File: src/rtl/instr_mem_arbiter_pkg.sv
// ---------------------------------------------------------------------------
// instr_mem_arbiter_pkg
// Shared types and constants for the instruction-memory arbiter.
//   instr_owner_t        : which requester owns the response slot next cycle
//   INSTR_ARB_MAX_BURST  : default loader burst limit while the core waits
//   INSTR_ARB_ADDR_WIDTH : default memory-side byte-address width
//   INSTR_ARB_DATA_WIDTH : default data width
//   burst_sat_inc()      : saturating increment used by the burst counter
// ---------------------------------------------------------------------------
package instr_mem_arbiter_pkg;

  typedef enum logic [1:0] {
    OWN_NONE = 2'd0,
    OWN_CORE = 2'd1,
    OWN_LDR  = 2'd2
  } instr_owner_t;

  localparam int INSTR_ARB_MAX_BURST  = 8;
  localparam int INSTR_ARB_ADDR_WIDTH = 16;
  localparam int INSTR_ARB_DATA_WIDTH = 32;

  // Increment that sticks at the limit instead of wrapping.
  function automatic logic [7:0] burst_sat_inc(input logic [7:0] value,
                                               input logic [7:0] limit);
    logic [7:0] result;
    result = value;
    if (value < limit) begin
      result = value + 8'd1;
    end
    return result;
  endfunction

endpackage

File: src/rtl/instr_mem_arbiter_if.sv
// ---------------------------------------------------------------------------
// instr_mem_arbiter_if
// Bundles every bus signal around the arbiter: the core fetch port, the
// loader/debug port, the memory-side port and the test bypass.
//   slave  modport : the arbiter's view (requests/mem_rdata in, grants out)
//   master modport : the environment's view (drives requests and mem data)
// Signal suffixes are written from the arbiter's point of view.
// ---------------------------------------------------------------------------
interface instr_mem_arbiter_if #(
  parameter int ADDR_WIDTH = 16,
  parameter int DATA_WIDTH = 32
);
  localparam int BE_WIDTH = DATA_WIDTH / 8;

  // core fetch port
  logic                  core_req_i;
  logic [ADDR_WIDTH-1:0] core_addr_i;
  logic                  core_gnt_o;
  logic                  core_rvalid_o;
  logic [DATA_WIDTH-1:0] core_rdata_o;

  // loader/debug port
  logic                  ldr_req_i;
  logic [ADDR_WIDTH-1:0] ldr_addr_i;
  logic                  ldr_we_i;
  logic [BE_WIDTH-1:0]   ldr_be_i;
  logic [DATA_WIDTH-1:0] ldr_wdata_i;
  logic                  ldr_gnt_o;
  logic                  ldr_rvalid_o;
  logic [DATA_WIDTH-1:0] ldr_rdata_o;
  logic                  ldr_err_o;

  // memory side
  logic                  mem_en_o;
  logic [ADDR_WIDTH-1:0] mem_addr_o;
  logic                  mem_we_o;
  logic [BE_WIDTH-1:0]   mem_be_o;
  logic [DATA_WIDTH-1:0] mem_wdata_o;
  logic [DATA_WIDTH-1:0] mem_rdata_i;

  // test bypass
  logic                  bypass_en_i;

  modport slave (
    input  core_req_i, core_addr_i,
    output core_gnt_o, core_rvalid_o, core_rdata_o,
    input  ldr_req_i, ldr_addr_i, ldr_we_i, ldr_be_i, ldr_wdata_i,
    output ldr_gnt_o, ldr_rvalid_o, ldr_rdata_o, ldr_err_o,
    output mem_en_o, mem_addr_o, mem_we_o, mem_be_o, mem_wdata_o,
    input  mem_rdata_i,
    input  bypass_en_i
  );

  modport master (
    output core_req_i, core_addr_i,
    input  core_gnt_o, core_rvalid_o, core_rdata_o,
    output ldr_req_i, ldr_addr_i, ldr_we_i, ldr_be_i, ldr_wdata_i,
    input  ldr_gnt_o, ldr_rvalid_o, ldr_rdata_o, ldr_err_o,
    input  mem_en_o, mem_addr_o, mem_we_o, mem_be_o, mem_wdata_o,
    output mem_rdata_i,
    output bypass_en_i
  );

endinterface

File: src/rtl/instr_mem_arbiter.sv
// ---------------------------------------------------------------------------
// instr_mem_arbiter
// Two-requester arbiter in front of the instruction RAM / boot ROM wrapper.
// Requester 0 is the core fetch port (read only), requester 1 is the
// loader/debug port (read/write). The memory has a fixed 1-cycle read
// latency; grants are combinational and responses come back one cycle later.
//
// Ports:
//   clk  : clock
//   rst  : asynchronous active-high reset
//   bus  : instr_mem_arbiter_if.slave (core, loader, memory and bypass signals)
//
// Behaviour summary:
//   - loader has default priority; once the loader has been granted MAX_BURST
//     times in a row while the core waits, the core wins one cycle
//   - loader writes with the address MSB set (boot region) are granted but
//     never reach the memory, and are answered with ldr_err_o
//   - bypass_en_i forces the core to be the only possible winner
// ---------------------------------------------------------------------------
module instr_mem_arbiter
  import instr_mem_arbiter_pkg::*;
#(
  parameter int ADDR_WIDTH = INSTR_ARB_ADDR_WIDTH,
  parameter int DATA_WIDTH = INSTR_ARB_DATA_WIDTH,
  parameter int MAX_BURST  = INSTR_ARB_MAX_BURST
) (
  input logic                clk,
  input logic                rst,
  instr_mem_arbiter_if.slave bus
);

  localparam int         BE_WIDTH  = DATA_WIDTH / 8;
  localparam logic [7:0] BURST_LIM = 8'(MAX_BURST);

  // registered state
  instr_owner_t owner_q, owner_d;
  logic         err_q, err_d;
  logic [7:0]   burst_q, burst_d;

  // combinational arbitration results
  logic core_gnt;
  logic ldr_gnt;
  logic boot_wr;
  logic core_turn;

  // A loader write into the boot region is accepted on the bus but blocked
  // from the memory.
  assign boot_wr   = bus.ldr_we_i & bus.ldr_addr_i[ADDR_WIDTH-1];

  // Core has waited out a full loader burst.
  assign core_turn = bus.core_req_i & (burst_q == BURST_LIM);

  // -------------------------------------------------------------------------
  // Grant selection. Outputs are forced low while reset is asserted so that
  // every output reads zero during reset, not just the registered ones.
  // -------------------------------------------------------------------------
  always_comb begin
    core_gnt = 1'b0;
    ldr_gnt  = 1'b0;
    if (!rst) begin
      if (bus.bypass_en_i) begin
        core_gnt = bus.core_req_i;
      end else if (bus.ldr_req_i && !core_turn) begin
        ldr_gnt = 1'b1;
      end else if (bus.core_req_i) begin
        core_gnt = 1'b1;
      end
    end
  end

  // -------------------------------------------------------------------------
  // Memory-side mux. The core can only read: write enable stays low and all
  // byte lanes are enabled.
  // -------------------------------------------------------------------------
  always_comb begin
    bus.mem_en_o    = 1'b0;
    bus.mem_addr_o  = '0;
    bus.mem_we_o    = 1'b0;
    bus.mem_be_o    = '0;
    bus.mem_wdata_o = '0;
    if (core_gnt) begin
      bus.mem_en_o    = 1'b1;
      bus.mem_addr_o  = bus.core_addr_i;
      bus.mem_we_o    = 1'b0;
      bus.mem_be_o    = '1;
      bus.mem_wdata_o = '0;
    end else if (ldr_gnt) begin
      bus.mem_en_o    = ~boot_wr;
      bus.mem_addr_o  = bus.ldr_addr_i;
      bus.mem_we_o    = bus.ldr_we_i & ~boot_wr;
      bus.mem_be_o    = bus.ldr_be_i;
      bus.mem_wdata_o = bus.ldr_wdata_i;
    end
  end

  assign bus.core_gnt_o = core_gnt;
  assign bus.ldr_gnt_o  = ldr_gnt;

  // -------------------------------------------------------------------------
  // Next-state logic for owner, error flag and burst counter.
  // -------------------------------------------------------------------------
  always_comb begin
    owner_d = OWN_NONE;
    if (core_gnt) begin
      owner_d = OWN_CORE;
    end else if (ldr_gnt) begin
      owner_d = OWN_LDR;
    end
  end

  assign err_d = ldr_gnt & boot_wr;

  // The counter only measures how long the core has been kept waiting, so it
  // restarts whenever the core is served or stops asking. Bypass freezes it
  // so that normal arbitration resumes where it left off.
  always_comb begin
    burst_d = burst_q;
    if (bus.bypass_en_i) begin
      burst_d = burst_q;
    end else if (!bus.core_req_i || core_gnt) begin
      burst_d = 8'd0;
    end else if (ldr_gnt) begin
      burst_d = burst_sat_inc(burst_q, BURST_LIM);
    end
  end

  always_ff @(posedge clk or posedge rst) begin
    if (rst) begin
      owner_q <= OWN_NONE;
      err_q   <= 1'b0;
      burst_q <= 8'd0;
    end else begin
      owner_q <= owner_d;
      err_q   <= err_d;
      burst_q <= burst_d;
    end
  end

  // -------------------------------------------------------------------------
  // Response routing. Only the owner of the previous grant sees rvalid and
  // memory data; the other requester's data bus is held at zero. A rejected
  // boot write returns zero data with the error flag set.
  // -------------------------------------------------------------------------
  always_comb begin
    bus.core_rvalid_o = (owner_q == OWN_CORE);
    bus.core_rdata_o  = '0;
    if (owner_q == OWN_CORE) begin
      bus.core_rdata_o = bus.mem_rdata_i;
    end
  end

  always_comb begin
    bus.ldr_rvalid_o = (owner_q == OWN_LDR);
    bus.ldr_err_o    = (owner_q == OWN_LDR) & err_q;
    bus.ldr_rdata_o  = '0;
    if ((owner_q == OWN_LDR) && !err_q) begin
      bus.ldr_rdata_o = bus.mem_rdata_i;
    end
  end

endmodule
File: src/flat_wrapper.sv
// flat-port wrapper written by rule: the top's interface ports become plain ports
module instr_mem_arbiter_flat import instr_mem_arbiter_pkg::*;
#(
  parameter int ADDR_WIDTH = INSTR_ARB_ADDR_WIDTH,
  parameter int DATA_WIDTH = INSTR_ARB_DATA_WIDTH,
  parameter int MAX_BURST  = INSTR_ARB_MAX_BURST
)
  (clk, rst, bus_core_req_i, bus_core_addr_i, bus_core_gnt_o, bus_core_rvalid_o, bus_core_rdata_o, bus_ldr_req_i, bus_ldr_addr_i, bus_ldr_we_i, bus_ldr_be_i, bus_ldr_wdata_i, bus_ldr_gnt_o, bus_ldr_rvalid_o, bus_ldr_rdata_o, bus_ldr_err_o, bus_mem_en_o, bus_mem_addr_o, bus_mem_we_o, bus_mem_be_o, bus_mem_wdata_o, bus_mem_rdata_i, bus_bypass_en_i);
  instr_mem_arbiter_if #(.ADDR_WIDTH(ADDR_WIDTH), .DATA_WIDTH(DATA_WIDTH)) bus_i ();
  input logic clk;
  input logic rst;
  input wire logic [$bits(bus_i.core_req_i)-1:0] bus_core_req_i;
  input wire logic [$bits(bus_i.core_addr_i)-1:0] bus_core_addr_i;
  output wire logic [$bits(bus_i.core_gnt_o)-1:0] bus_core_gnt_o;
  output wire logic [$bits(bus_i.core_rvalid_o)-1:0] bus_core_rvalid_o;
  output wire logic [$bits(bus_i.core_rdata_o)-1:0] bus_core_rdata_o;
  input wire logic [$bits(bus_i.ldr_req_i)-1:0] bus_ldr_req_i;
  input wire logic [$bits(bus_i.ldr_addr_i)-1:0] bus_ldr_addr_i;
  input wire logic [$bits(bus_i.ldr_we_i)-1:0] bus_ldr_we_i;
  input wire logic [$bits(bus_i.ldr_be_i)-1:0] bus_ldr_be_i;
  input wire logic [$bits(bus_i.ldr_wdata_i)-1:0] bus_ldr_wdata_i;
  output wire logic [$bits(bus_i.ldr_gnt_o)-1:0] bus_ldr_gnt_o;
  output wire logic [$bits(bus_i.ldr_rvalid_o)-1:0] bus_ldr_rvalid_o;
  output wire logic [$bits(bus_i.ldr_rdata_o)-1:0] bus_ldr_rdata_o;
  output wire logic [$bits(bus_i.ldr_err_o)-1:0] bus_ldr_err_o;
  output wire logic [$bits(bus_i.mem_en_o)-1:0] bus_mem_en_o;
  output wire logic [$bits(bus_i.mem_addr_o)-1:0] bus_mem_addr_o;
  output wire logic [$bits(bus_i.mem_we_o)-1:0] bus_mem_we_o;
  output wire logic [$bits(bus_i.mem_be_o)-1:0] bus_mem_be_o;
  output wire logic [$bits(bus_i.mem_wdata_o)-1:0] bus_mem_wdata_o;
  input wire logic [$bits(bus_i.mem_rdata_i)-1:0] bus_mem_rdata_i;
  input wire logic [$bits(bus_i.bypass_en_i)-1:0] bus_bypass_en_i;
  assign bus_i.core_req_i = bus_core_req_i;
  assign bus_i.core_addr_i = bus_core_addr_i;
  assign bus_core_gnt_o = bus_i.core_gnt_o;
  assign bus_core_rvalid_o = bus_i.core_rvalid_o;
  assign bus_core_rdata_o = bus_i.core_rdata_o;
  assign bus_i.ldr_req_i = bus_ldr_req_i;
  assign bus_i.ldr_addr_i = bus_ldr_addr_i;
  assign bus_i.ldr_we_i = bus_ldr_we_i;
  assign bus_i.ldr_be_i = bus_ldr_be_i;
  assign bus_i.ldr_wdata_i = bus_ldr_wdata_i;
  assign bus_ldr_gnt_o = bus_i.ldr_gnt_o;
  assign bus_ldr_rvalid_o = bus_i.ldr_rvalid_o;
  assign bus_ldr_rdata_o = bus_i.ldr_rdata_o;
  assign bus_ldr_err_o = bus_i.ldr_err_o;
  assign bus_mem_en_o = bus_i.mem_en_o;
  assign bus_mem_addr_o = bus_i.mem_addr_o;
  assign bus_mem_we_o = bus_i.mem_we_o;
  assign bus_mem_be_o = bus_i.mem_be_o;
  assign bus_mem_wdata_o = bus_i.mem_wdata_o;
  assign bus_i.mem_rdata_i = bus_mem_rdata_i;
  assign bus_i.bypass_en_i = bus_bypass_en_i;
  instr_mem_arbiter #(.ADDR_WIDTH(ADDR_WIDTH), .DATA_WIDTH(DATA_WIDTH), .MAX_BURST(MAX_BURST)) u_core (.clk(clk), .rst(rst), .bus(bus_i));
endmodule
File: config.mk
export PLATFORM = sky130hd
export DESIGN_NAME = instr_mem_arbiter_flat
export DESIGN_NICKNAME = d
export VERILOG_FILES = /design/src/rtl/instr_mem_arbiter_pkg.sv /design/src/rtl/instr_mem_arbiter_if.sv /design/src/rtl/instr_mem_arbiter.sv /design/src/flat_wrapper.sv
export SDC_FILE = /design/constraint.sdc
export NUM_CORES = 1
export LEC_CHECK = 0
export BUFFER_PORTS_ARGS = -buffer_cell sky130_fd_sc_hd__buf_2
export CAP_MARGIN = 20
export CORE_AREA = 2 2 88 90
export CTS_CLUSTER_SIZE = 25
export DETAILED_ROUTE_END_ITERATION = 8
export DIE_AREA = 0 0 90 92
export SETUP_SLACK_MARGIN = 0.5
export SLEW_MARGIN = 30
export SYNTH_ARGS = -nofsm -noshare
export SYNTH_HDL_FRONTEND = slang
export SYNTH_SLANG_ARGS = --single-unit
File: constraint.sdc
create_clock -name clk -period 2.43 [get_ports clk]
set_input_delay 0.486 -clock clk [delete_from_list [all_inputs] [get_ports clk]]
set_output_delay 0.486 -clock clk [all_outputs]
set_load 0.005 [all_outputs]
Word-level counts from Yosys, hierarchy flattened --
Index checks and enable logic that the tools add are counted.
Word-level totals: memories kept 0, flip-flop bits (word level) 11, memory bits (read-only) 0, logic and storage cells 48, memory bits (writable) 0, bits of input ports 106, output and inout port bits 123, latch bits 0
Operators by class: bitwise operators 7, order comparisons 1, shift operators 0, equal/unequal tests 3, divide/modulo/power cells 0, reduce and logical (&&, ||, !) cells 9, add/subtract/negate cells 1, mux-type cells 24, $mul 0
Operator list (count):
- 32-bit two-way mux | 4
- 16-bit two-way mux | 2
- 8-bit two-way mux | 3
- 1-bit two-way mux | 11
- 8-bit by 1-bit adder with 8-bit output, second input constant | 1
- 8-bit by 4-bit == test with 1-bit output, second input constant | 1
- 8-bit by 4-bit < comparator with 1-bit output, second input constant | 1
- 4-bit two-way mux | 2
- 1-bit bitwise AND | 5
- 2-bit two-way mux | 2
- 2-bit nonzero test | 2
- 1-bit logical NOT | 3
- 3-bit AND reduction | 1
- 2-bit by 1-bit == test with 1-bit output, second input constant | 1
- 2-bit == test, second input constant | 1
- 1-bit logical AND | 2
- 1-bit NOT | 2
- 1-bit logical OR | 1

Logic depth before layout (Yosys ltp) --
Gate-level depths: netlist of the first run.
depth after elaboration 10, gate-level depth with buffers 8, mapped depth without buffers 7

Worst setup path after synthesis of the first run --
No wires, ideal clock.
path kind reg2out, start point register u_core.burst_q[0], end point output bus_mem_addr_o[11], path buffers 1, path slack 0.260 ns, required time 1.944 ns, arrival 1.684 ns, cell stages (with the launch flop) 8, cells stage by stage dfrtp_1 > inv_1 > ha_1 > nor2b_1 > nand4_4 > a311oi_4 > buf_6 > a22o_2
Between the ends: elaborated cells between the ends (all ways) 12, classes of those cells 1 x eq/ne; 8 x mux; 1 x bitwise; 2 x reduce/logical
RTL lines:
- start: declaration | line instr_mem_arbiter.sv:38 | logic [7:0] burst_q, burst_d;
- start signal: assignment | line instr_mem_arbiter.sv:135 | burst_q <= burst_d;
- 8-bit by 4-bit == test with 1-bit output | line instr_mem_arbiter.sv:51 | assign core_turn = bus.core_req_i & (burst_q == BURST_LIM);
- 1-bit bitwise AND | line instr_mem_arbiter.sv:51
- 1-bit logical NOT | line instr_mem_arbiter.sv:63 | end else if (bus.ldr_req_i && !core_turn) begin
- 1-bit logical AND | line instr_mem_arbiter.sv:63
- 1-bit two-way mux | line instr_mem_arbiter.sv:63
- 1-bit two-way mux | line instr_mem_arbiter.sv:61 | if (bus.bypass_en_i) begin
- 1-bit two-way mux | line instr_mem_arbiter.sv:60 | if (!rst) begin
- named net bus_core_gnt_o | line flat_wrapper.sv:14 | output wire logic [$bits(bus_i.core_gnt_o)-1:0] bus_core_gnt_o;
- 16-bit two-way mux | line instr_mem_arbiter.sv:81 | if (core_gnt) begin
- end: declaration | line flat_wrapper.sv:27 | output wire logic [$bits(bus_i.mem_addr_o)-1:0] bus_mem_addr_o;
The timed path passes the listed nets, and every way through them passes these cells.

Worst setup path after layout of the first run --
start point register u_core.burst_q[7], end point output bus_mem_addr_o[13]
Between the ends: cells in the longest elaborated chain, start to end 9, elaborated cells between the ends (all ways) 12, classes of those cells 1 x eq/ne; 8 x mux; 1 x bitwise; 2 x reduce/logical
Ends and longest elaborated chain:
- 8-bit by 4-bit == test with 1-bit output * | line instr_mem_arbiter.sv:51
- 1-bit bitwise AND * | line instr_mem_arbiter.sv:51
- 1-bit logical NOT * | line instr_mem_arbiter.sv:63
- 1-bit logical AND * | line instr_mem_arbiter.sv:63
- 1-bit two-way mux | line instr_mem_arbiter.sv:63
- 1-bit two-way mux | line instr_mem_arbiter.sv:61
- 1-bit two-way mux | line instr_mem_arbiter.sv:60
- 16-bit two-way mux | line instr_mem_arbiter.sv:87 | end else if (ldr_gnt) begin
- 16-bit two-way mux * | line instr_mem_arbiter.sv:81
Every way passes the cells marked *; elsewhere a longest branch is shown, timed or not.

==> results.sh, run 1 <==
export IMPL_run_status="finished with violations"
export IMPL_failed_checks="negative setup slack"
export IMPL_route_antenna_remaining_nets=0
export IMPL_num_fill_cells=731
export IMPL_tritoncts_num_buffers=3
export IMPL_core_area_sq_um=7447
export IMPL_post_cts_hold_buffer_count=0
export IMPL_synth_area_per_cell_sq_um=7.808
export IMPL_grt_antenna_before_repair=0
export IMPL_crit_end="bus_mem_addr_o[13]"
export IMPL_grt_total_ovfl=0
export IMPL_wirelength_um=7226
export IMPL_synth_ff_latch_count=11
export IMPL_die_area_sq_um=8280
export IMPL_post_synthesis_cell_area_sq_um=1460
export IMPL_overall_via_count_from_detail_route=2239
export IMPL_clk_pin_slew_worst_paths_ns=0.05
export IMPL_gp_routability_congestion=0.7765
export IMPL_yosysWarningCount=0
export IMPL_grt_util_all_layers_pct=14.90
export IMPL_timing_critical_path_required_ns=1.94
export IMPL_wl_per_cell_um=13.66
export IMPL_finalSetupViolations=1
export IMPL_netlist_instances=187
export IMPL_end_kind="output pin"
export IMPL_p_leak_nw=2.005
export IMPL_insertedDiodeCount=0
export IMPL_io_buffers=228
export IMPL_startpoint="u_core.burst_q[7]$_DFFE_PP0P_"
export IMPL_vias_per_cell=4.233
export IMPL_mappedNetlistNets=295
export IMPL_worst_setup_path_start_kind="register"
export IMPL_detailedRoute_firstIterationViolations=29
export IMPL_criticalPathCategory="reg2out"
export IMPL_synth_enable_flop_cells=0
export IMPL_cts_htree_levels=1
export IMPL_height_of_the_chip_um=92
export IMPL_synth_yosys_seq_area_share_pct=18.85
export IMPL_first_global_vias=2036
export IMPL_final_setup_skew_ns=0.003244
export IMPL_final_hold_vios=0
export IMPL_hold_class="in2async"
export IMPL_area_sequential_sq_um=275.3
export IMPL_r2r_worst_path_cells=6
export IMPL_final_critical_path_setup_slack_ns=-0.006264
export IMPL_final_min_period_over_clock_period_pct=100.3
export IMPL_initial_utilization_pct=19.61
export IMPL_tritoncts_clock_tree="done"
export IMPL_period_minus_slack_ns=2.436
export IMPL_max_freq_mhz=410.5
export IMPL_numPlacedInstances=511
export IMPL_reg2reg_slack_ns=0.62
export IMPL_max_vdd_ir_drop_mv=0.1441
export IMPL_critPathArrivalTime_ns=1.95
export IMPL_boundaryPins=229
export IMPL_final_max_slew_viol_count=0
export IMPL_layout_nets=536
export IMPL_syn_to_final_growth_pct=130.2
export IMPL_multi_input_area_sq_um=1207
export IMPL_clockBufferDepth=2
export IMPL_firstDrtPassIters=4
export IMPL_root_buffer="sky130_fd_sc_hd__clkbuf_8"
export IMPL_worst_slew_pin_slew_ns=0.7058
export IMPL_power_density_cell_area_nw_per_um2=224.3
export IMPL_drcViolationCount=0
export IMPL_worst_r2r_endpoint="u_core.burst_q[4]$_DFFE_PP0P_"
export IMPL_finalNonFillerCells=529
export IMPL_asyncSetResetFlopFracSynth_pct=100.0
export IMPL_grt_setup_unrepaired="yes"
export IMPL_chipWidth_um=90
export IMPL_post_route_cells_drive_above_1_share_pct=71.66
export IMPL_grt_start_max_net_pins=34
export IMPL_core_rowCount=32
export IMPL_reg2reg_from="u_core.burst_q[7]$_DFFE_PP0P_"
export IMPL_postSynth_topFlopCell="sky130_fd_sc_hd__dfrtp_1"
export IMPL_max_cap_viol_count=0
export IMPL_worstPathMaxFanout=27
export IMPL_insertion_delay_ns=0.24
export IMPL_grt_first_pass_wirelength_um=10070
export IMPL_hpwl_um=5191
export IMPL_worst_relative_slew_slack_pct=52.29
export IMPL_cts_sinks=11
export IMPL_synthDistinctLibCells=31
export IMPL_hold_worst_slack_ns=0.3125
==> cell usage after synthesis (2+ instances only) <==
library cell | n | area [sq um]
sky130_fd_sc_hd__ha_1 | 2 | 25.02
sky130_fd_sc_hd__nand2_1 | 2 | 7.510
sky130_fd_sc_hd__buf_6 | 2 | 22.52
sky130_fd_sc_hd__a22o_2 | 4 | 40.04
sky130_fd_sc_hd__a22o_1 | 12 | 105.1
sky130_fd_sc_hd__dfrtp_1 | 11 | 275.3
sky130_fd_sc_hd__inv_1 | 8 | 30.03
sky130_fd_sc_hd__nand3_1 | 4 | 20.02
sky130_fd_sc_hd__nor2b_1 | 4 | 25.02
sky130_fd_sc_hd__o21ai_0 | 3 | 15.01
sky130_fd_sc_hd__clkbuf_1 | 9 | 33.78
sky130_fd_sc_hd__and2_1 | 102 | 638.1
sky130_fd_sc_hd__buf_2 | 2 | 10.01
sky130_fd_sc_hd__a21o_2 | 5 | 43.79
==> worst max-delay path, stage by stage (launching register included) <==
cell	delay, ns
sky130_fd_sc_hd__dfrtp_1	0.41
sky130_fd_sc_hd__nor4_4	0.36
sky130_fd_sc_hd__nand4_4	0.15
sky130_fd_sc_hd__buf_4	0.17
sky130_fd_sc_hd__nand2b_4	0.14
sky130_fd_sc_hd__inv_12	0.07
sky130_fd_sc_hd__a22o_2	0.26
sky130_fd_sc_hd__buf_2	0.12
==> routing by layer <==
| layer | vias to the layer above | global-route usage [%] | share of wire, % |
|---|---|---|---|
| met5 | - | 0 | 0 |
| li1 | 1093 | - | - |
| met3 | 6 | 2.794 | 7.1 |
| met4 | 0 | 4.872 | 1.2 |
| met2 | 142 | 28.01 | 54 |
| met1 | 998 | 16.90 | 38 |
==> registers in the layout, indices dropped and copies added, names as in the netlist <==
| signal | count |
|---|---|
| u_core.owner_q | 2 |
| u_core.burst_q | 8 |
| u_core.err_q | 1 |
==> cell families (layout without fill, tap and decap cells) <==
logic type	count (synthesis)	in the layout	synth area share, %
adders and majority gates	2	2	1.714
buffers and inverters	22	262	6.855
xor gates and xnor gates	1	1	0.5999
DFF	11	11	18.85
AOI/OAI and AO/OA	30	30	18.42
and+or+nand+nor	121	121	53.56
==> layout by cell type, fill, tap and decap left out, types with 2 or more instances in the layout <==
| master | n |
|---|---|
| sky130_fd_sc_hd__buf_2 | 191 |
| sky130_fd_sc_hd__and2_1 | 70 |
| sky130_fd_sc_hd__buf_6 | 39 |
| sky130_fd_sc_hd__and2_4 | 32 |
| sky130_fd_sc_hd__a22o_1 | 12 |
| sky130_fd_sc_hd__dfrtp_1 | 11 |
| sky130_fd_sc_hd__buf_4 | 10 |
| sky130_fd_sc_hd__inv_1 | 6 |
| sky130_fd_sc_hd__a21o_2 | 5 |
| sky130_fd_sc_hd__nand3_1 | 4 |
| sky130_fd_sc_hd__o21ai_0 | 3 |
| sky130_fd_sc_hd__clkbuf_8 | 3 |
| sky130_fd_sc_hd__nor2b_4 | 2 |
| sky130_fd_sc_hd__nand2_1 | 2 |
| sky130_fd_sc_hd__a22o_2 | 2 |
| sky130_fd_sc_hd__a22o_4 | 2 |
| sky130_fd_sc_hd__ha_1 | 2 |
| sky130_fd_sc_hd__buf_16 | 2 |
| sky130_fd_sc_hd__buf_8 | 2 |
| sky130_fd_sc_hd__clkbuf_16 | 2 |
| sky130_fd_sc_hd__buf_12 | 2 |
==> power breakdown <==
part	leakage, nW	internal, mW	total (mW)	switching (mW)
registers	0.152	0.187	0.189	0.00227
logic	1.83	0.230	0.384	0.154
clock network	0.0228	0.115	0.181	0.0659
==> how the worst min path moves through the flow <==
stage,start,cells after the start,end
floorplan,rst,1,u_core.burst_q[0]$_DFFE_PP0P_
global placement,u_core.burst_q[5]$_DFFE_PP0P_,1,u_core.burst_q[5]$_DFFE_PP0P_
CTS,rst,3,u_core.burst_q[1]$_DFFE_PP0P_
finish,rst,3,u_core.burst_q[1]$_DFFE_PP0P_
detailed placement,u_core.burst_q[5]$_DFFE_PP0P_,1,u_core.burst_q[5]$_DFFE_PP0P_
global route,rst,3,u_core.burst_q[1]$_DFFE_PP0P_
==> what timing repair did <==
item / in CTS / in global routing
gates resized for setup: 23 / 70
pin swaps: 5 / 35
setup buffers: 6 / 2
endpoints found under the setup margin: 88 / 88
gates cloned: 4 / 2
==> metrics by stage <==
stage,area (sq um),setup slack (ns),TNS [ns],util [%],power (mW)
after floorplan,1466,0.3462,0,-,0.3088
after global placement,2734,0.1183,0,36.71,0.4824
after detailed placement,2734,0.06228,0,36.71,0.4858
after CTS,2994,-0.05899,-0.7620,40.21,0.7095
after global routing,3362,-0.09315,-3.235,45.14,0.8042
final,3362,-0.006264,-0.006264,45.14,0.7541
==> area by class of cell <==
class	instances	share of cell area [%]
Timing Repair inverter	1	0.3349
Timing Repair Buffer	248	48.94
Clock buffer	4	1.340
Sequential cell	11	8.188
Tap cell	102	3.796
Multi-Input combinational cell	154	35.91
Inverter	9	1.489
Note: power is estimated with default switching activity, not from simulation.
==> run 2, diff against run 1 <==
- CTS_BUF_LIST: unset -> sky130_fd_sc_hd__clkbuf_8 sky130_fd_sc_hd__clkbuf_16
==> results.sh, run 2 (synthesized netlist as in run 1, its figures left out) <==
export IMPL_run_status="finished with violations"
export IMPL_failed_checks="negative setup slack"
export IMPL_finalSetupViolations=1
export IMPL_hold_worst_slack_ns=0.3122
export IMPL_height_of_the_chip_um=92
export IMPL_detailedRoute_firstIterationViolations=29
export IMPL_cpPeakStageDelay_ns=0.41
export IMPL_placed_cell_area_sq_um=2734
export IMPL_reg2reg_from="u_core.burst_q[7]$_DFFE_PP0P_"
export IMPL_numPlacedInstances=511
export IMPL_seq_power_share_pct=25.3
export IMPL_wirelength_um=7226
export IMPL_grt_setup_unrepaired="yes"
export IMPL_post_route_util_pct=45.14
export IMPL_power_report_internal_total_mw=0.5277
export IMPL_clockBufferDepth=2
export IMPL_hpwl_um=5191
export IMPL_power_density_cell_area_nw_per_um2=223.1
export IMPL_grt_start_max_net_pins=34
export IMPL_insertedDiodeCount=0
export IMPL_first_global_vias=2036
export IMPL_period_minus_slack_ns=2.437
export IMPL_totalNegativeSetupSlack_ns=-0.006640
export IMPL_cts_sinks=11
export IMPL_boundaryPins=229
export IMPL_criticalPathCategory="reg2out"
export IMPL_met2_wirelength_um=3880
export IMPL_finalNonFillerCells=529
export IMPL_drt_met1_wl_um=2746
export IMPL_overall_via_count_from_detail_route=2239
export IMPL_clockPowerShare_pct=23.6
export IMPL_worst_slew_pin_slew_ns=0.7058
export IMPL_final_min_period_over_clock_period_pct=100.3
export IMPL_grt_first_pass_wirelength_um=10070
export IMPL_netSwitchingFraction_pct=29.64
export IMPL_max_freq_mhz=410.4
export IMPL_num_fill_cells=731
export IMPL_hold_class="in2async"
export IMPL_post_route_cells_drive_above_1_share_pct=71.66
export IMPL_die_area_sq_um=8280
export IMPL_gp_routability_congestion=0.7765
export IMPL_reg_largest_list="u_core.burst_q x8, u_core.owner_q x2, u_core.err_q x1"
export IMPL_r2r_worst_path_cells=6
export IMPL_syn_to_final_growth_pct=130.2
export IMPL_net_switching_power_mw=0.2223
export IMPL_cts_htree_levels=1
export IMPL_insertion_delay_ns=0.24
export IMPL_core_area_sq_um=7447
export IMPL_final_setup_skew_ns=0.003514
export IMPL_timing_critical_path_required_ns=1.94
export IMPL_grt_antenna_before_repair=0
export IMPL_final_max_slew_viol_count=0
export IMPL_top_layer="met4"
export IMPL_path_cells="nor4_4 -> nand4_4 -> buf_4 -> nand2b_4 -> inv_12 -> a22o_2 -> buf_2"
export IMPL_final_total_power_mw=0.7501
export IMPL_grt_util_all_layers_pct=14.90
export IMPL_worst_setup_path_start_kind="register"
export IMPL_chipWidth_um=90
export IMPL_final_critical_path_setup_slack_ns=-0.006640
export IMPL_route_met3_wl_um=515
export IMPL_max_vdd_ir_drop_mv=0.1441
export IMPL_end_kind="output pin"
export IMPL_layout_nets=536
export IMPL_drcViolationCount=0
export IMPL_critPathArrivalTime_ns=1.95
export IMPL_tritoncts_num_buffers=3
export IMPL_worstPathMaxFanout=27
export IMPL_critical_path_top_delay_family="simple AND/OR/NAND/NOR gates"
export IMPL_vias_per_cell=4.233
export IMPL_grt_total_ovfl=0
export IMPL_largest_reg_flops=8
export IMPL_wl_per_cell_um=13.66
export IMPL_tritoncts_clock_tree="done"
export IMPL_worst_relative_slew_slack_pct=52.29
export IMPL_route_antenna_remaining_nets=0
export IMPL_largest_register="u_core.burst_q"
export IMPL_most_common_layout_cells="sky130_fd_sc_hd__buf_2 (191), sky130_fd_sc_hd__and2_1 (70), sky130_fd_sc_hd__buf_6 (39)"
export IMPL_power_share_combinational_pct=51.2
export IMPL_max_cap_viol_count=0
export IMPL_initial_utilization_pct=19.61
export IMPL_preCtsSetupSlack_ns=0.06228
export IMPL_post_route_cell_area_sq_um=3362
export IMPL_io_buffers=228
export IMPL_crit_path_top_delay_cell="sky130_fd_sc_hd__dfrtp_1"
export IMPL_worst_r2r_endpoint="u_core.burst_q[4]$_DFFE_PP0P_"
export IMPL_most_common_cell_after_layout_fill_and_taps_aside="sky130_fd_sc_hd__buf_2"
export IMPL_final_hold_vios=0
export IMPL_firstDrtPassIters=4
export IMPL_reg2reg_slack_ns=0.62
export IMPL_root_buffer="sky130_fd_sc_hd__clkbuf_8"
export IMPL_worstPathBufferInverterCount=3
export IMPL_p_leak_nw=2.009
export IMPL_clk_pin_slew_worst_paths_ns=0.05
export IMPL_core_rowCount=32
run 2: cell count changes in the layout (fill, tap and decap cells not counted), sizes merged:
cell    delta
inv        +1
clkbuf     -1
run 2: layer usage:
layer  track usage [%]  up-vias
met1             16.90      998
met4             4.872        0
met2             28.01      142
li1                  -     1093
met3             2.794        6
met5                 0        -
run 2: power groups by stage:
stage | Clock, mW | Sequential, mW | Combinational [mW]
global placement | 0 | 0.192 | 0.291
CTS | 0.181 | 0.189 | 0.335
global route | 0.196 | 0.190 | 0.415
floorplan | 0 | 0.192 | 0.117
detailed placement | 0 | 0.192 | 0.294
finish | 0.177 | 0.189 | 0.384
run 2: worst max path at each step:
stage / startpoint / endpoint / slack [ns] / depth (start not counted)
6_report: u_core.burst_q[7]$_DFFE_PP0P_ / bus_mem_addr_o[13] / -0.007 / 7
4_1_cts: u_core.burst_q[4]$_DFFE_PP0P_ / bus_mem_addr_o[15] / -0.06 / 7
3_3_place_gp: u_core.burst_q[0]$_DFFE_PP0P_ / bus_mem_addr_o[15] / 0.12 / 8
2_1_floorplan: u_core.burst_q[7]$_DFFE_PP0P_ / bus_mem_addr_o[11] / 0.35 / 6
3_5_place_dp: u_core.burst_q[0]$_DFFE_PP0P_ / bus_mem_addr_o[13] / 0.06 / 8
5_1_grt: u_core.burst_q[7]$_DFFE_PP0P_ / bus_mem_wdata_o[11] / -0.09 / 8
run 2: area by class of cell:
class                   instances  area, sq um  share of cell area (%)
multi-input cells             154         1207                   35.91
flip-flops and latches         11        275.3                   8.188
clock inverters                 1        3.754                  0.1116
clock buffers                   3        41.29                   1.228
repair inverters                1        11.26                  0.3349
repair buffers                248         1645                   48.94
well taps                     102        127.6                   3.796
inverters                       9        50.05                   1.489
run 2: repair_timing:
action | in CTS | in global routing
resized for setup | 23 | 70
hold endpoints to repair | 0 | 0
setup buffers | 6 | 2
hold buffers | 0 | 0
endpoints found under the setup margin | 88 | 88
gates cloned | 4 | 2
pin swaps | 5 | 35
run 2: tightest hold or removal path, delay by kind of cell:
family | cells | cell delay, ns
buf+inv | 3 | 0.41
==> run 3, diff against run 2 <==
- ABC_AREA: unset -> 1
- CORE_AREA: 2 2 88 90 -> 2 2 89 91
- DIE_AREA: 0 0 90 92 -> 0 0 91 93
==> results.sh, run 3 <==
export IMPL_run_status="completed"
export IMPL_max_freq_mhz=455.6
export IMPL_grt_total_ovfl=0
export IMPL_drcViolationCount=0
export IMPL_insertion_delay_ns=0.25
export IMPL_clockBufferDepth=2
export IMPL_yosys_cell_count_top_type="sky130_fd_sc_hd__nor2_1"
export IMPL_gp_routability_congestion=0.7897
export IMPL_p_leak_nw=2.285
export IMPL_max_vdd_ir_drop_mv=0.1782
export IMPL_synth_top_cells_by_area="sky130_fd_sc_hd__nor2_1 (27%), sky130_fd_sc_hd__inv_1 (21%), sky130_fd_sc_hd__dfrtp_1 (18%)"
export IMPL_period_minus_slack_ns=2.195
export IMPL_cts_htree_levels=1
export IMPL_timing_critical_path_required_ns=1.94
export IMPL_post_route_cell_area_sq_um=3143
export IMPL_post_synth_top_area_fraction_pct=27.50
export IMPL_critPathArrivalTime_ns=1.71
export IMPL_worst_r2r_endpoint="u_core.burst_q[7]$_DFFE_PP0P_"
export IMPL_most_common_cell_after_layout_fill_and_taps_aside="sky130_fd_sc_hd__buf_2"
export IMPL_io_buffers=228
export IMPL_power_share_combinational_pct=49.0
export IMPL_layout_nets=643
export IMPL_boundaryPins=229
export IMPL_criticalPathCategory="reg2out"
export IMPL_synth_ff_latch_count=11
export IMPL_vias_per_cell=3.980
export IMPL_synth_yosys_seq_area_share_pct=18.00
export IMPL_placed_cell_area_sq_um=2721
export IMPL_netlist_instances=290
export IMPL_max_cap_viol_count=0
export IMPL_chipWidth_um=91
export IMPL_hold_class="in2async"
export IMPL_largest_reg_flops=8
export IMPL_reg_largest_list="u_core.burst_q x8, u_core.owner_q x2, u_core.err_q x1"
export IMPL_first_global_vias=2162
export IMPL_clk_pin_slew_worst_paths_ns=0.06
export IMPL_grt_start_max_net_pins=33
export IMPL_finalSetupViolations=0
export IMPL_overall_via_count_from_detail_route=2535
export IMPL_final_setup_skew_ns=0.009471
export IMPL_reg2reg_slack_ns=0.75
export IMPL_netSwitchingFraction_pct=34.92
export IMPL_startpoint="u_core.burst_q[0]$_DFFE_PP0P_"
export IMPL_power_density_cell_area_nw_per_um2=233.7
export IMPL_hpwl_um=5608
export IMPL_syn_to_final_growth_pct=105.6
export IMPL_postSynth_topFlopCell="sky130_fd_sc_hd__dfrtp_1"
export IMPL_worst_relative_slew_slack_pct=62.65
export IMPL_r2r_worst_path_cells=13
export IMPL_tritoncts_clock_tree="done"
export IMPL_initial_utilization_pct=20.31
export IMPL_synthDistinctLibCells=22
export IMPL_grt_util_all_layers_pct=14.74
export IMPL_worst_slew_pin_slew_ns=0.5582
export IMPL_core_area_sq_um=7527
export IMPL_synth_common_cells="sky130_fd_sc_hd__nor2_1 (112), sky130_fd_sc_hd__inv_1 (84), sky130_fd_sc_hd__nand2_1 (32)"
export IMPL_grt_antenna_before_repair=1
export IMPL_post_route_cells_drive_above_1_share_pct=54.12
export IMPL_totalNegativeSetupSlack_ns=0
export IMPL_wl_per_cell_um=11.56
export IMPL_area_sequential_sq_um=275.3
export IMPL_cts_sinks=11
export IMPL_post_synthesis_cell_area_sq_um=1529
export IMPL_grt_setup_unrepaired="yes"
export IMPL_mappedNetlistNets=398
export IMPL_worst_setup_path_start_kind="register"
export IMPL_final_min_period_over_clock_period_pct=90.33
export IMPL_end_kind="output pin"
export IMPL_die_area_sq_um=8463
export IMPL_yosysWarningCount=0
export IMPL_num_fill_cells=814
export IMPL_net_switching_power_mw=0.2565
export IMPL_route_antenna_remaining_nets=0
export IMPL_power_report_internal_total_mw=0.4780
export IMPL_height_of_the_chip_um=93
export IMPL_final_max_slew_viol_count=0
export IMPL_synthDominantAreaCellType="sky130_fd_sc_hd__nor2_1"
export IMPL_tritoncts_num_buffers=3
export IMPL_synth_enable_flop_cells=0
export IMPL_largest_register="u_core.burst_q"
export IMPL_asyncSetResetFlopFracSynth_pct=100.0
export IMPL_reg2reg_from="u_core.burst_q[0]$_DFFE_PP0P_"
export IMPL_final_hold_vios=0
export IMPL_multi_input_area_sq_um=922.1
export IMPL_synth_area_per_cell_sq_um=5.272
export IMPL_clockPowerShare_pct=25.5
export IMPL_seq_power_share_pct=25.6
export IMPL_firstDrtPassIters=4
export IMPL_most_common_layout_cells="sky130_fd_sc_hd__buf_2 (225), sky130_fd_sc_hd__nor2_1 (97), sky130_fd_sc_hd__inv_1 (83)"
export IMPL_detailedRoute_firstIterationViolations=91
export IMPL_grt_first_pass_wirelength_um=10360
export IMPL_hold_worst_slack_ns=0.3372
export IMPL_root_buffer="sky130_fd_sc_hd__clkbuf_8"
export IMPL_core_rowCount=32
export IMPL_final_total_power_mw=0.7345
export IMPL_worstPathMaxFanout=6
export IMPL_post_cts_hold_buffer_count=0
export IMPL_wirelength_um=7362
==> run 3: worst max path at each step <==
stage,slack (ns),cells past startpoint,end
3_5_place_dp,0.37,6,bus_mem_addr_o[7]
3_3_place_gp,0.43,6,bus_mem_addr_o[7]
6_report,0.23,10,bus_mem_addr_o[15]
5_1_grt,0.15,10,bus_mem_addr_o[15]
4_1_cts,0.28,9,bus_mem_addr_o[7]
2_1_floorplan,0.58,5,bus_mem_wdata_o[22]
==> run 3: repair_timing <==
item | in CTS | in global routing
setup endpoints to repair | 88 | 111
pin swaps | 2 | 5
cloned | 3 | 4
resized for setup | 12 | 36
setup buffers | 8 | 6
==> run 3: area by class of cell <==
type / count / area share (%)
multi-input cells: 179 / 29.34
inverters: 88 / 11.11
clock buffers: 3 / 1.314
clock inverters: 1 / 0.1194
repair buffers: 248 / 44.07
diodes: 1 / 0.07962
flip-flops and latches: 11 / 8.758
repair inverters: 4 / 1.154
well taps: 102 / 4.061
==> run 3: cell families after synthesis <==
kind of cell	count (synthesis)	synth area share [%]
compound gates	20	10.47
fa+ha+maj	2	1.636
flops	11	18.00
buf+inv	101	29.05
simple gates	156	40.83
==> run 3: metal layers <==
metal  vias up  global-route usage, %  wire length [um]  share of wire (%)
met5         -                      0                 0                  0
met2       110                  24.88              3565                 48
met1      1107                  19.37              3114                 42
met3         4                  3.787               649                8.8
li1       1314                      -                 -                  -
met4         0                  2.273                31               0.42
==> run 3: power by group through the flow <==
stage	logic, mW	registers, mW	clock network (mW)
final	0.360	0.188	0.187
after global routing	0.399	0.188	0.199
after CTS	0.323	0.188	0.190
after detailed placement	0.299	0.191	0
after global placement	0.295	0.191	0
after floorplan	0.137	0.191	0
==> run 3: metrics by stage <==
step,cells,util [%],setup WS [ns]
2_1_floorplan,290,-,0.5760
3_3_place_gp,611,36.15,0.4314
3_5_place_dp,611,36.15,0.3670
4_1_cts,626,38.40,0.2794
5_1_grt,636,41.72,0.1464
6_report,637,41.76,0.2350
==> run 3: critical path: stages, from the launching register on <==
cell and delay [ns]:
sky130_fd_sc_hd__dfrtp_1 0.36, sky130_fd_sc_hd__inv_2 0.06, sky130_fd_sc_hd__ha_4 0.15, sky130_fd_sc_hd__nand2_2 0.06
sky130_fd_sc_hd__nor2_2 0.03, sky130_fd_sc_hd__nand2_2 0.11, sky130_fd_sc_hd__nand3_4 0.14, sky130_fd_sc_hd__buf_12 0.17
sky130_fd_sc_hd__buf_12 0.13, sky130_fd_sc_hd__o21ai_2 0.11, sky130_fd_sc_hd__buf_2 0.12
